**src/rtl/muldiv_unit.sv**
```systemverilog
// Multi-cycle multiply/divide engine owning the HI/LO registers.
// Iterative shift-add multiply and restoring divide, with an optional single-pass multiply.
module muldiv_unit #(
  parameter int WIDTH    = 32,
  parameter bit MUL_FAST = 1'b0
) (
  input  logic             clk,
  input  logic             rst,
  input  logic             start,
  input  logic [1:0]       op,
  input  logic [WIDTH-1:0] a,
  input  logic [WIDTH-1:0] b,
  input  logic             cancel,
  input  logic             wr_hi,
  input  logic             wr_lo,
  input  logic [WIDTH-1:0] wdata,
  output logic             busy,
  output logic             done,
  output logic [WIDTH-1:0] hi,
  output logic [WIDTH-1:0] lo
);

  localparam int CW = (WIDTH > 1) ? $clog2(WIDTH) : 1;

  typedef enum logic [1:0] {
    S_IDLE,
    S_PREP,
    S_RUN,
    S_FIX
  } state_t;

  state_t r_state, w_next;

  logic [1:0]         r_op;
  logic [WIDTH-1:0]   r_a;
  logic [WIDTH-1:0]   r_b;
  logic               r_neg_q;
  logic               r_neg_r;
  logic               r_div0;
  logic [CW-1:0]      r_cnt;
  logic [2*WIDTH-1:0] r_acc;
  logic [WIDTH-1:0]   r_hi;
  logic [WIDTH-1:0]   r_lo;
  logic               r_done;

  logic               w_is_div;
  logic               w_signed;
  logic [WIDTH-1:0]   w_mag_a;
  logic [WIDTH-1:0]   w_mag_b;
  logic [2*WIDTH-1:0] w_fast_prod;
  logic [WIDTH:0]     w_mul_sum;
  logic [2*WIDTH-1:0] w_mul_next;
  logic [WIDTH:0]     w_rem_sh;
  logic [WIDTH:0]     w_rem_sub;
  logic [2*WIDTH-1:0] w_div_next;
  logic [2*WIDTH-1:0] w_prod_fix;
  logic [WIDTH-1:0]   w_quo;
  logic [WIDTH-1:0]   w_rem;
  logic [WIDTH-1:0]   w_hi_fix;
  logic [WIDTH-1:0]   w_lo_fix;
  logic               w_complete;
  logic               w_write;

  assign w_is_div = r_op[1];
  assign w_signed = r_op[0];

  // In PREP r_a/r_b still hold the raw operands; they are replaced by magnitudes at its closing edge.
  assign w_mag_a = (w_signed && r_a[WIDTH-1]) ? -r_a : r_a;
  assign w_mag_b = (w_signed && r_b[WIDTH-1]) ? -r_b : r_b;

  if (MUL_FAST) begin : g_fast_mul
    assign w_fast_prod = {{WIDTH{1'b0}}, w_mag_a} * {{WIDTH{1'b0}}, w_mag_b};
  end else begin : g_iter_mul
    assign w_fast_prod = '0;
  end

  // Multiply: the accumulator low half starts as the multiplier and is shifted out LSB first.
  assign w_mul_sum  = {1'b0, r_acc[2*WIDTH-1:WIDTH]} + (r_acc[0] ? {1'b0, r_a} : '0);
  assign w_mul_next = {w_mul_sum, r_acc[WIDTH-1:1]};

  // Divide: {remainder, dividend} shifts left; a borrow means the trial subtraction is discarded.
  assign w_rem_sh   = r_acc[2*WIDTH-1:WIDTH-1];
  assign w_rem_sub  = w_rem_sh - {1'b0, r_b};
  assign w_div_next = w_rem_sub[WIDTH]
                    ? {w_rem_sh[WIDTH-1:0],  r_acc[WIDTH-2:0], 1'b0}
                    : {w_rem_sub[WIDTH-1:0], r_acc[WIDTH-2:0], 1'b1};

  assign w_prod_fix = r_neg_q ? -r_acc : r_acc;
  assign w_quo      = r_acc[WIDTH-1:0];
  assign w_rem      = r_acc[2*WIDTH-1:WIDTH];
  assign w_lo_fix   = w_is_div ? (r_neg_q ? -w_quo : w_quo) : w_prod_fix[WIDTH-1:0];
  assign w_hi_fix   = w_is_div ? (r_neg_r ? -w_rem : w_rem) : w_prod_fix[2*WIDTH-1:WIDTH];

  assign w_complete = (r_state == S_FIX) && !cancel;
  assign w_write    = w_complete && !r_div0;

  // NOTE: every signal assigned in always_comb gets a default first so no latch is inferred.
  always_comb begin
    w_next = r_state;
    case (r_state)
      S_IDLE: if (start && !cancel) w_next = S_PREP;
      S_PREP: begin
        if (cancel)                              w_next = S_IDLE;
        else if (w_is_div && (r_b == '0))        w_next = S_FIX;
        else if (MUL_FAST && !w_is_div)          w_next = S_FIX;
        else                                     w_next = S_RUN;
      end
      S_RUN: begin
        if (cancel)                              w_next = S_IDLE;
        else if (r_cnt == CW'(WIDTH - 1))        w_next = S_FIX;
      end
      S_FIX:   w_next = S_IDLE;
      default: w_next = S_IDLE;
    endcase
  end

  // NOTE: sequential state uses non-blocking assignments so every register samples pre-edge values.
  always_ff @(posedge clk) begin
    if (rst) begin
      r_state <= S_IDLE;
      r_op    <= '0;
      r_a     <= '0;
      r_b     <= '0;
      r_neg_q <= 1'b0;
      r_neg_r <= 1'b0;
      r_div0  <= 1'b0;
      r_cnt   <= '0;
      r_acc   <= '0;
      r_hi    <= '0;
      r_lo    <= '0;
      r_done  <= 1'b0;
    end else begin
      r_state <= w_next;
      r_done  <= w_complete;
      case (r_state)
        S_IDLE: begin
          if (start && !cancel) begin
            r_op <= op;
            r_a  <= a;
            r_b  <= b;
          end
        end
        S_PREP: begin
          r_a     <= w_mag_a;
          r_b     <= w_mag_b;
          r_neg_q <= w_signed && (r_a[WIDTH-1] ^ r_b[WIDTH-1]);
          r_neg_r <= w_signed && r_a[WIDTH-1];
          // Divide-by-zero still closes through FIX so its done lands at the same k+2 as fast multiply.
          r_div0  <= w_is_div && (r_b == '0);
          r_cnt   <= '0;
          if (w_is_div)      r_acc <= {{WIDTH{1'b0}}, w_mag_a};
          else if (MUL_FAST) r_acc <= w_fast_prod;
          else               r_acc <= {{WIDTH{1'b0}}, w_mag_b};
        end
        S_RUN: begin
          r_acc <= w_is_div ? w_div_next : w_mul_next;
          r_cnt <= (r_cnt == CW'(WIDTH - 1)) ? '0 : r_cnt + CW'(1);
        end
        default: ;
      endcase
      if (wr_hi) r_hi <= wdata;
      if (wr_lo) r_lo <= wdata;
      // Completion is written last so it wins over a same-edge MTHI/MTLO.
      if (w_write) begin
        r_hi <= w_hi_fix;
        r_lo <= w_lo_fix;
      end
    end
  end

  assign busy = (r_state != S_IDLE);
  assign done = r_done;
  assign hi   = r_hi;
  assign lo   = r_lo;

endmodule

```
**config.mk**
```make
export PLATFORM = sky130hd
export DESIGN_NAME = muldiv_unit
export DESIGN_NICKNAME = d
export VERILOG_FILES = /design/src/rtl/muldiv_unit.sv
export SDC_FILE = /design/constraint.sdc
export NUM_CORES = 1
export LEC_CHECK = 0
export ABC_AREA = 1
export CAP_MARGIN = 20
export CORE_ASPECT_RATIO = 0.5
export CORE_MARGIN = 5
export CORE_UTILIZATION = 54
export DETAILED_ROUTE_END_ITERATION = 16
export PLACE_DENSITY = 0.78
export SYNTH_ARGS = -nofsm -noshare
export SYNTH_HDL_FRONTEND = slang
export SYNTH_SLANG_ARGS = --single-unit
```
**constraint.sdc**
```tcl
create_clock -name clk -period 2.76 [get_ports clk]
set_input_delay 0.828 -clock clk [delete_from_list [all_inputs] [get_ports clk]]
set_output_delay 0.828 -clock clk [all_outputs]
set_load 0.005 [all_outputs]
```
==> reports/metrics.cfg <==
[worst_setup_path]
required_ns=1.93
r2r_end=r_acc[58]
cp-end-kind=output port
critical-path-slowest-cell=clkdlybuf4s50_1
rrSetupSlack_ns=0.13
cp_max_fo=4
worst_path_most_repeated_cell=inv_1
cp_cell_sequence=inv_1, ha_1, inv_1, clkdlybuf4s50_1
critical_path_class=flop to output port
startpoint_type=flop
reg2reg_depth=16
worst_path_largest_cell_delay_ns=0.50
regToRegStartpoint=r_b[10]
cp.arrival_ns=1.85

[clocking]
clkLatencyLatePin_ns=0.55
root_buffer=clkbuf_16
clock-sinks=205
cts_hold_buf=0
numCtsBuffers=22
cts_tree=yes
path_clk_slew_ns=0.06
h-tree-depth=1
cts_setup_buffers=0
clock_path_buffers=3

[detailed_routing]
wirelength_um=83700
vias_per_cell=5.90
drtAntennaViolNets=0
route.detailed.drc=0
drt-pass1-iter-count=6
post_drt_wl_per_cell_um=20.4
drtIter0Drc=3320
vias=24200

[die]
chipHeight_um=144
io_pins=170
dieArea_mm2=0.0400
start_util_pct=54.3
die_x_um=278
std_cell_rows=49
core-area_mm2=0.0357

[yosys]
avgSynthCellArea_um2=5.64
syn_nets=3616
syn_area_mm2=0.0194
synth_edf_count=0
synth_cell_types=50
syn_inst=3435
ys_ff_latch=205
yosysTopAreaCell=dfxtp_1
synth_top_area_share_pct=21.2
synth-seq-area-share_pct=21.2
synthFlopType=dfxtp_1
async_flop_share_pct=0
yosysWarningCount=0
synthTopCellsByArea=dfxtp_1 (21%), nand2_1 (20%), nand3_1 (10%)

[power_and_ir_drop]
cellLeakagePower_nw=11.0
max-vdd-ir-drop_uv=361
p_per_area_mw_per_mm2=492

[grt]
grt_use_total_pct=39.7
grt_max_degree=152
grt_pass1_vias=21700
grt_pass1_wl_um=125000
grt_overflow_total=0
antenna_found_initial=2

[layout]
drive_above_1_share_pct=8.01
final_common_cell=nand2_1
final_cell_mix=nand2_1 (1010), inv_1 (440), nand3_1 (394), a21oi_1 (275), nor2_1 (272)
fin_util_pct=64.6
instances_no_fill=4106
syn_to_final_growth_pct=18.9
num_antenna_cells=0
fin_area_mm2=0.0230
nets=3787

[sta]
worst_slew_pin_slew_ns=0.815
relSlewSlack_pct=45.7
fin_crit_sh_pct=97.1
fin_hold_ws_ns=0.473
fin_crit_ns=2.68
fin_ws_ns=0.0813
slew_violations=0
rsz0062_at_grt=yes
setup_viol=0
fin_skew_ns=0.0177
clock.fmax_mhz=373
hold_viol=0

[min_path]
whs_endpoint=r_b[19]
hold_start=r_b[19]
holdCritPathClass=flop to flop
hold_depth=2

[run]
maxCapViolCount=0

[place]
place_ws_ns=0.0894
placed_cells=4066
gp_congestion=1.03
dp_hpwl_um=66800
placed_cell_area_mm2=0.0222
io_buffer_count=169

[outcome]
status=finished clean

[layout make-up]
class	instances	area (µm²)
Fill cell	3530	12600
Tap cell	484	606
Sequential cell	205	4110
Multi-Input combinational cell	2625	13100
Clock inverter	12	130
Inverter	455	1710
Clock buffer	28	614
Timing Repair Buffer	297	2790
[cell families after synthesis]
group | after synthesis | share of synthesized area, %
xor gates and xnor gates | 62 | 2.80
buffers and inverters | 605 | 12.0
adders and majority gates | 77 | 5.05
and+or+nand+nor | 1853 | 40.8
AOI/OAI and AO/OA | 633 | 18.1
DFF | 205 | 21.2
[worst max path at each step]
| stage | from | end | slack [ns] | cells past startpoint |
|---|---|---|---|---|
| floorplan | r_acc[0] | r_acc[59] | 0.11 | 19 |
| global placement | r_acc[0] | r_acc[49] | 0.1 | 16 |
| detailed placement | cancel | hi[21] | 0.09 | 10 |
| CTS | r_state[1] | busy | 0.05 | 4 |
| global route | r_acc[0] | r_acc[61] | -0.04 | 17 |
| finish | r_state[0] | busy | 0.08 | 4 |
[metal layers]
metal	GRT usage (%)	part of all wire [%]	routed length [µm]
met2	61.4	41	34500
met3	10.6	13	11200
met5	0	0.037	31
met1	54.2	41	34400
met4	13.5	4.3	3570
[what timing repair did]
item                                    in CTS  in global routing
resized for setup                            1                 39
endpoints found under the setup margin       1                 40
cloned                                       0                  0
[sequential cells by signal, summed over array words and instances (netlist names)]
| name | cells |
|---|---|
| r_acc | 64 |
| hi | 32 |
| lo | 32 |
| r_a | 32 |
| r_b | 32 |
| r_cnt | 5 |
| r_op | 2 |
| r_state | 2 |
| done | 1 |
| r_div0 | 1 |
| r_neg_q | 1 |
| r_neg_r | 1 |
[synthesized netlist by cell type, types with 3 or more instances]
master / number
nand3_2: 9
o21ai_2: 3
nor4_1: 8
a21oi_2: 10
xnor2_1: 8
o21ai_1: 13
xor2_1: 54
nand4_1: 45
dfxtp_1: 205
o21ai_0: 197
inv_2: 10
or2_2: 17
inv_1: 443
clkbuf_1: 118
nand2_1: 1015
a31oi_1: 47
nand2_4: 4
nor2_1: 279
o211ai_1: 36
nand2_2: 19
buf_2: 13
nor3_1: 37
nand3b_1: 10
nand3_1: 394
a21oi_1: 278
buf_1: 14
a221oi_1: 17
nor2_2: 5
nor3_2: 4
o21bai_1: 15
buf_6: 3
a21o_1: 10
ha_1: 75
[worst max-delay path: cells and delay by family, from the launching register on]
| kind | cells | cell delay (ns) |
|---|---|---|
| flip-flops | 1 | 0.37 |
| adder cells (fa/ha/maj) | 1 | 0.25 |
| buffers and inverters | 3 | 0.68 |
[stage by stage]
step                      power (mW)  setup TNS [ns]
after floorplan                 6.42               0
after global placement          7.98               0
after detailed placement        8.02               0
after CTS                       11.1               0
after global routing            11.9         -0.0492
final                           11.3               0
[where the power goes]
part / switching [mW] / internal [mW]
sequential: 0.326 / 3.21
combinational: 3.10 / 1.56
clock: 1.36 / 1.78
total: 4.78 / 6.55
(Power assumes the default switching activity.)
